==> config.mk <==
export PLATFORM = sky130hd
export DESIGN_NAME = pipe_reg_skid
export DESIGN_NICKNAME = d
export VERILOG_FILES = /design/src/rtl/pipe_reg_skid.sv
export SDC_FILE = /design/constraint.sdc
export NUM_CORES = 1
export LEC_CHECK = 0
export BUFFER_PORTS_ARGS = -buffer_cell sky130_fd_sc_hd__buf_2
export CORE_MARGIN = 4
export CORE_UTILIZATION = 40
export DETAILED_ROUTE_END_ITERATION = 8
export PLACE_DENSITY = 0.65
export SLEW_MARGIN = 20
export SYNTH_ARGS = -nofsm -noshare
export SYNTH_HDL_FRONTEND = slang
export SYNTH_SLANG_ARGS = --single-unit
==> constraint.sdc <==
create_clock -name clk -period 1.6 [get_ports clk]
set_input_delay 0.32 -clock clk [delete_from_list [all_inputs] [get_ports clk]]
set_output_delay 0.32 -clock clk [all_outputs]
set_load 0.02 [all_outputs]
==> src/rtl/pipe_reg_skid.sv <==
// Pipeline register stage with a 2-entry skid buffer, so in_ready comes straight from a flop.
// Optional saturating stall counter is enabled by defining PIPE_REG_STALL_CNT_EN.
module pipe_reg_skid #(
    parameter int               WIDTH       = 32,
    parameter logic [WIDTH-1:0] RESET_VALUE = {WIDTH{1'b0}},
    parameter int               STALL_CNT_W = 16
) (
    input  logic                   clk,
    input  logic                   reset,
    input  logic                   flush,
    input  logic                   in_valid,
    output logic                   in_ready,
    input  logic [WIDTH-1:0]       in_data,
    output logic                   out_valid,
    input  logic                   out_ready,
    output logic [WIDTH-1:0]       out_data,
`ifdef PIPE_REG_STALL_CNT_EN
    output logic [STALL_CNT_W-1:0] stall_cnt,
`endif
    output logic [1:0]             occupancy
);

    typedef enum logic [1:0] {
        EMPTY = 2'd0,
        HALF  = 2'd1,
        FULL  = 2'd2
    } state_t;

    state_t             state_r, state_s;
    logic [WIDTH-1:0]   main_data_r, main_data_s;
    logic [WIDTH-1:0]   skid_data_r, skid_data_s;
    logic               out_valid_r, out_valid_s;
    logic               in_ready_r, in_ready_s;
    logic [1:0]         occupancy_r, occupancy_s;
    logic               in_xfer_s, out_xfer_s;

    // Next-state, next-data and next-output decode for the skid FSM
    always_comb begin
        state_s     = state_r;
        main_data_s = main_data_r;
        skid_data_s = skid_data_r;
        in_xfer_s   = in_valid && in_ready_r;
        out_xfer_s  = out_valid_r && out_ready;

        case (state_r)
            EMPTY: begin
                if (in_xfer_s) begin
                    main_data_s = in_data;
                    state_s     = HALF;
                end else begin
                    state_s     = EMPTY;
                end
            end
            HALF: begin
                if (in_xfer_s && out_xfer_s) begin
                    main_data_s = in_data;
                    state_s     = HALF;
                end else if (in_xfer_s) begin
                    skid_data_s = in_data;
                    state_s     = FULL;
                end else if (out_xfer_s) begin
                    state_s     = EMPTY;
                end else begin
                    state_s     = HALF;
                end
            end
            FULL: begin
                if (out_xfer_s) begin
                    main_data_s = skid_data_r;
                    state_s     = HALF;
                end else begin
                    state_s     = FULL;
                end
            end
            default: begin
                state_s = EMPTY;
            end
        endcase

        // Flush drops everything held or arriving, but leaves the data flops untouched
        if (flush) begin
            state_s     = EMPTY;
            main_data_s = main_data_r;
            skid_data_s = skid_data_r;
        end else begin
            state_s     = state_s;
        end

        case (state_s)
            EMPTY: begin
                out_valid_s = 1'b0;
                in_ready_s  = 1'b1;
                occupancy_s = 2'd0;
            end
            HALF: begin
                out_valid_s = 1'b1;
                in_ready_s  = 1'b1;
                occupancy_s = 2'd1;
            end
            FULL: begin
                out_valid_s = 1'b1;
                in_ready_s  = 1'b0;
                occupancy_s = 2'd2;
            end
            default: begin
                out_valid_s = 1'b0;
                in_ready_s  = 1'b1;
                occupancy_s = 2'd0;
            end
        endcase
    end

    // State, data and status registers
    always_ff @(posedge clk) begin
        if (reset) begin
            state_r     <= EMPTY;
            main_data_r <= RESET_VALUE;
            skid_data_r <= RESET_VALUE;
            out_valid_r <= 1'b0;
            in_ready_r  <= 1'b1;
            occupancy_r <= 2'd0;
        end else begin
            state_r     <= state_s;
            main_data_r <= main_data_s;
            skid_data_r <= skid_data_s;
            out_valid_r <= out_valid_s;
            in_ready_r  <= in_ready_s;
            occupancy_r <= occupancy_s;
        end
    end

    assign out_valid = out_valid_r;
    assign out_data  = main_data_r;
    assign in_ready  = in_ready_r;
    assign occupancy = occupancy_r;

`ifdef PIPE_REG_STALL_CNT_EN
    logic [STALL_CNT_W-1:0] stall_cnt_r;

    // Saturating count of cycles where a valid output is held off by the consumer
    always_ff @(posedge clk) begin
        if (reset) begin
            stall_cnt_r <= {STALL_CNT_W{1'b0}};
        end else if (out_valid_r && !out_ready && (stall_cnt_r != {STALL_CNT_W{1'b1}})) begin
            stall_cnt_r <= stall_cnt_r + STALL_CNT_W'(1);
        end else begin
            stall_cnt_r <= stall_cnt_r;
        end
    end

    assign stall_cnt = stall_cnt_r;
`endif

endmodule

Word-level counts from Yosys, hierarchy flattened --
Index checks and enable logic that the tools add are counted.
Storage, ports and cells: memory bits (read-only) 0, bits in writable memories 0, input port bits 37, logic and storage cells 37, latch bits 0, memories kept 0, bits in registers 70
Cells by class: muxes and demuxes 14, $add $sub $neg 0, shift-type cells 0, equal/unequal tests 7, reductions and logical operators 8, magnitude comparators 0, $mul 0, div/mod/pow operators 0, bitwise operators 2
Operators with widths (number):
- 2-to-1 mux 32 bit | 3
- case mux 32 bit (3 select lines) | 1
- 2-to-1 mux 2 bit | 4
- != test 2 bit, second input constant | 3
- case mux 2 bit (3 select lines) | 1
- AND reduction 5 bit | 1
- == test 2 x 1 -> 1 bit, second input constant | 2
- == test 2 bit, second input constant | 2
- 2-to-1 mux 1 bit | 4
- case mux 2 bit (2 select lines) | 1
- AND reduction 4 bit | 1
- logical AND 1 bit | 3
- nonzero test 3 bit | 1
- logical NOT 2 bit | 1
- NOT 1 bit | 2
- OR reduction 2 bit | 1

Logic depth before layout (Yosys ltp) --
depth after elaboration 9, depth in mapped cells 7, mapped depth without buffers 6

Worst setup path after synthesis --
No wires, ideal clock.
kind register -> register, from reg in_ready_r, in the netlist in_ready, to reg skid_data_r[1], arrival time 1.519 ns, data required time 1.460 ns, stages on the path, launching flop included 7, path slack -0.059 ns, cell sequence dfxtp_1 -> nand4b_1 -> or3b_2 -> clkbuf_1 -> clkbuf_1 -> nand2_1 -> a21oi_1
On the way: word-level cells in the longest chain between the ends 4
RTL lines:
- start: declaration | RTL line 33 | logic in_ready_r, in_ready_s;
- start signal: assignment | RTL line 127 | in_ready_r <= in_ready_s;
- logical AND 1 bit * | RTL line 42 | in_xfer_s = in_valid && in_ready_r;
- logical AND 1 bit | RTL line 55 | if (in_xfer_s && out_xfer_s) begin
- NOT 1 bit (no source line)
- AND reduction 4 bit (no source line) *
- end signal: assignment | RTL line 125 | skid_data_r <= skid_data_s;
- end: declaration | RTL line 31 | logic [WIDTH-1:0] skid_data_r, skid_data_s;
Mark *: on every way between the ends. The rest lies on a longest branch, timed or not. A chain may end at the register's enable or synchronous reset.

Worst setup path after layout --
from reg state_r[1], to reg main_data_r[20], in the netlist out_data[20]
On the way: word-level cells in the longest chain between the ends 3, elaborated cells between the ends (all ways) 9, classes of those cells eq/ne: 5; mux: 1; reduce/logical: 3
RTL lines:
- start: declaration | RTL line 29 | state_t state_r, state_s;
- start signal: assignment | RTL line 123 | state_r <= state_s;
- == test 2 x 1 -> 1 bit, or another cell as far along | RTL line 45 | case (state_r)
- != test 2 bit (no source line) / nonzero test 3 bit (equally long branches)
- AND reduction 5 bit (no source line)
- end signal: assignment | RTL line 124 | main_data_r <= main_data_s;
- end: declaration | RTL line 30 | logic [WIDTH-1:0] main_data_r, main_data_s;
Several ways; a longest one is shown, not always the timed one.

==> qor.txt <==
==================================================================================
Result of the run                                                     complete, no violations
Num rows                                                                        31
FMAX                                                                       627 MHz
Drt wl/cell                                                                14.3 µm
Leading cell types in the layout, fill and taps excluded              72 x sky130_fd_sc_hd__buf_2, 67 x sky130_fd_sc_hd__dfxtp_1, 66 x sky130_fd_sc_hd__nand2_1, 36 x sky130_fd_sc_hd__nor2_1
Setup CP Type                                                         flip-flop to flip-flop
Sink Count                                                                      70
Wire length of the first global-routing pass                              11300 µm
Largest net degree at the start of global routing                               71
Top-level I/O count                                                             73
Kind of path behind the tightest hold check                           input port to flip-flop
Die area                                                                  8820 µm²
Final critical path time including I/O delays and setup                    1.59 ns
CTS buffer count                                                                 9
Number of cells in the finished layout apart from fillers                      498
Yosys warnings                                                                   0
Relative slew slack                                                          73.6%
Hpwl dp                                                                    4380 µm
Vias in the first global route                                                2266
Final count of hold timing violations                                            0
Slew at the pin with the worst max-slew slack                             0.396 ns
TritonCTS clock tree                                                         built
Power Internal                                                             2880 µW
Number of vias per cell after detailed routing                                4.91
Chip height                                                                93.9 µm
Finish-stage setup viols                                                         0
Initial core utilization                                                     40.9%
GRT Residual Overflow                                                            0
Family of cells with the greatest summed delay on the critical path   compound AO/OA/AOI/OAI gates
Routed wire length                                                         7130 µm
Cell variety after synth                                                        25
Final weighted congestion of routability-driven global placement             0.787
CP required                                                                1.84 ns
Clk Latency, worst-skew pair                                               0.33 ns
Switching power of the nets                                                1010 µW
Proportion of power drawn by flip-flops and latches                          48.0%
Post-route worst hold slack                                               0.238 ns
Signed area change from the synthesized netlist to the final layout          29.1%
Worst hold path startpoint                                             in_data[18]
Pwr/cell area                                                          1020 nW/µm²
Leakage power                                                           0.00173 µW
Clock tree root driver cell                                           sky130_fd_sc_hd__clkbuf_8
Number of violations of the max-capacitance limit                                0
Drt initial violations                                                         117
Top fanout value on the critical path                                           11
Final clock period utilization by the worst path                             99.7%
RSZ-0062 raised after global routing                                          true
Std-Cell Core Area                                                        7210 µm²
GRT Resource Usage Total                                                     16.3%
Number of routed nets with antenna violations                                    0
Number of buffer cells added on primary ports                                   72
Syn nets                                                                       353
Fraction of power consumed by the clock network                              36.7%
Width of the chip                                                          93.9 µm
Worst path arrival time                                                    1.84 ns
Master of the slowest instance on the critical path                   sky130_fd_sc_hd__dfxtp_2
Number of levels in the clock H-tree                                             3
Final #Nets                                                                    434
Critical Path Sink Type                                                  flip-flop
Avg Synthesized Cell Area                                                 9.44 µm²
Delay of the slowest critical-path stage                                   0.35 ns
Worst voltage drop across the vdd grid                                    0.553 mV
Number of antenna violations at the first check in global routing                0
Clock-pin slew on the worst setup and hold paths                           0.07 ns
Startpoint kind of the worst setup timing path                           flip-flop
Portion of the post-synthesis area used by sequential elements               47.4%
Total of flip-flops plus latches after synthesis                                70
Power share of the combinational group                                       15.3%
DR DRC count                                                                     0
Final count of pins violating max slew                                           0
Layout cell share with drive strength beyond 1                               37.1%
Most common cell after layout, fill and taps aside                    sky130_fd_sc_hd__buf_2
Number of instances in the synthesized netlist                                 313
Worst reg2reg path startpoint                                           state_r[1]
Buffer levels on the longest clock path                                          2
Placed Instances                                                               477
Launch point of the worst path                                          state_r[1]
Synthesized cell area                                                     2950 µm²
Final setup skew                                                        0.00323 ns
Routed via count                                                              2447
Count of buffer and inverter cells on the critical path                          2
Critical path, cell by cell                                           nand3b_1, a221oi_4, buf_6, buf_8, nor2_1, a211oi_2
Initial DRT Pass Iterations                                                      4
Sw Share                                                                     26.0%
N_diodes                                                                         0
Hold buffer count at CTS                                                         0
==================================================================================
## cell usage after synthesis
cell type                   n  area share, %
sky130_fd_sc_hd__a21oi_1   32            5.4
sky130_fd_sc_hd__or2_2      1           0.21
sky130_fd_sc_hd__nand2b_1   2           0.42
sky130_fd_sc_hd__mux2i_1   32             11
sky130_fd_sc_hd__or3b_2     1           0.30
sky130_fd_sc_hd__nand2_1   66            8.4
sky130_fd_sc_hd__a221oi_4   1           0.89
sky130_fd_sc_hd__inv_1      2           0.25
sky130_fd_sc_hd__a211oi_2  28             12
sky130_fd_sc_hd__nor3b_1    1           0.25
sky130_fd_sc_hd__nor4_1     1           0.21
sky130_fd_sc_hd__dfxtp_1   70             47
sky130_fd_sc_hd__nor2b_1    2           0.42
sky130_fd_sc_hd__a221o_1    1           0.34
sky130_fd_sc_hd__a211oi_1   5            1.3
sky130_fd_sc_hd__buf_2      7            1.2
sky130_fd_sc_hd__and4_1     1           0.30
sky130_fd_sc_hd__nor3_1     1           0.17
sky130_fd_sc_hd__nand3b_1   1           0.25
sky130_fd_sc_hd__clkbuf_1  12            1.5
sky130_fd_sc_hd__nor2_1    36            4.6
sky130_fd_sc_hd__ha_1       3            1.3
sky130_fd_sc_hd__buf_6      3            1.1
sky130_fd_sc_hd__nand4b_1   1           0.30
sky130_fd_sc_hd__buf_4      3           0.76
## worst paths after layout
kind / to / slack, ns / cells after the start
hold reg to reg: skid_data_r[0] / 0.45 / 2
hold / removal: skid_data_r[18] / 0.24 / 3
setup / recovery: out_data[20] / 0.005 / 6
setup reg to reg: out_data[20] / 0.005 / 6
## power groups by stage
stage | registers, µW | clock network, µW | logic [µW]
final | 1870 | 1430 | 597
after floorplan | 1980 | 0 | 274
after global placement | 1900 | 0 | 534
after global routing | 1870 | 1570 | 650
after CTS | 1870 | 1480 | 579
after detailed placement | 1910 | 0 | 547
## sequential cells by signal (all words and copies together) (netlist names)
name	flops
in_ready	1
occupancy	2
out_data	32
out_valid	1
skid_data_r	32
state_r	2
## through the flow
step	cell area, µm²	power (µW)	setup TNS [ns]	util [%]	worst slack (ns)
after CTS	3750	3920	0	52.0	0.0307
final	3810	3890	0	52.9	0.00517
after floorplan	2960	2260	0	-	0.0133
after global placement	3490	2440	0	48.4	0.00430
after detailed placement	3490	2450	-0.200	48.4	-0.0318
after global routing	3810	4100	-2.65	52.9	-0.107
## layout make-up
type / count / area (µm²)
inverter: 2 / 7.51
tap: 99 / 124
multi-input combinational: 216 / 1440
clock buffer: 13 / 159
timing repair buffer: 95 / 639
sequential: 70 / 1410
fill: 687 / 3400
clock inverter: 3 / 42.5
## metal layers
metal / global-route usage, % / wire length [µm] / part of all wire (%) / vias to the layer above
li1: - / - / - / 1236
met5: 0 / 0 / 0 / -
met1: 21.2 / 3390 / 48 / 1151
met2: 25.7 / 3270 / 46 / 55
met4: 5.05 / 59 / 0.83 / 0
met3: 5.53 / 411 / 5.8 / 5
## worst min-delay path, cell delays in order
cell	delay (ns)
sky130_fd_sc_hd__buf_2	0.10
sky130_fd_sc_hd__nand2_1	0.05
sky130_fd_sc_hd__a21oi_1	0.05
## cell families (layout without fill, tap and decap cells)
group / count (synthesis) / after routing / share of synthesized area [%]
AO/OA/AOI/OAI: 67 / 67 / 19.8
adder cells (fa/ha/maj): 3 / 3 / 1.27
buffers and inverters: 27 / 113 / 4.87
flip-flops: 70 / 70 / 47.4
multiplexers: 32 / 32 / 10.8
AND/OR/NAND/NOR: 114 / 114 / 15.8
## timing repair
| action | 4_1_cts | 5_1_grt |
|---|---|---|
| pin swaps | 1 | 2 |
| resized for setup | 6 | 11 |
| setup buffers | 2 | 0 |
| cloned | 2 | 1 |
| endpoints found under the setup margin | 26 | 67 |
Power figures use the tool's default switching activity.
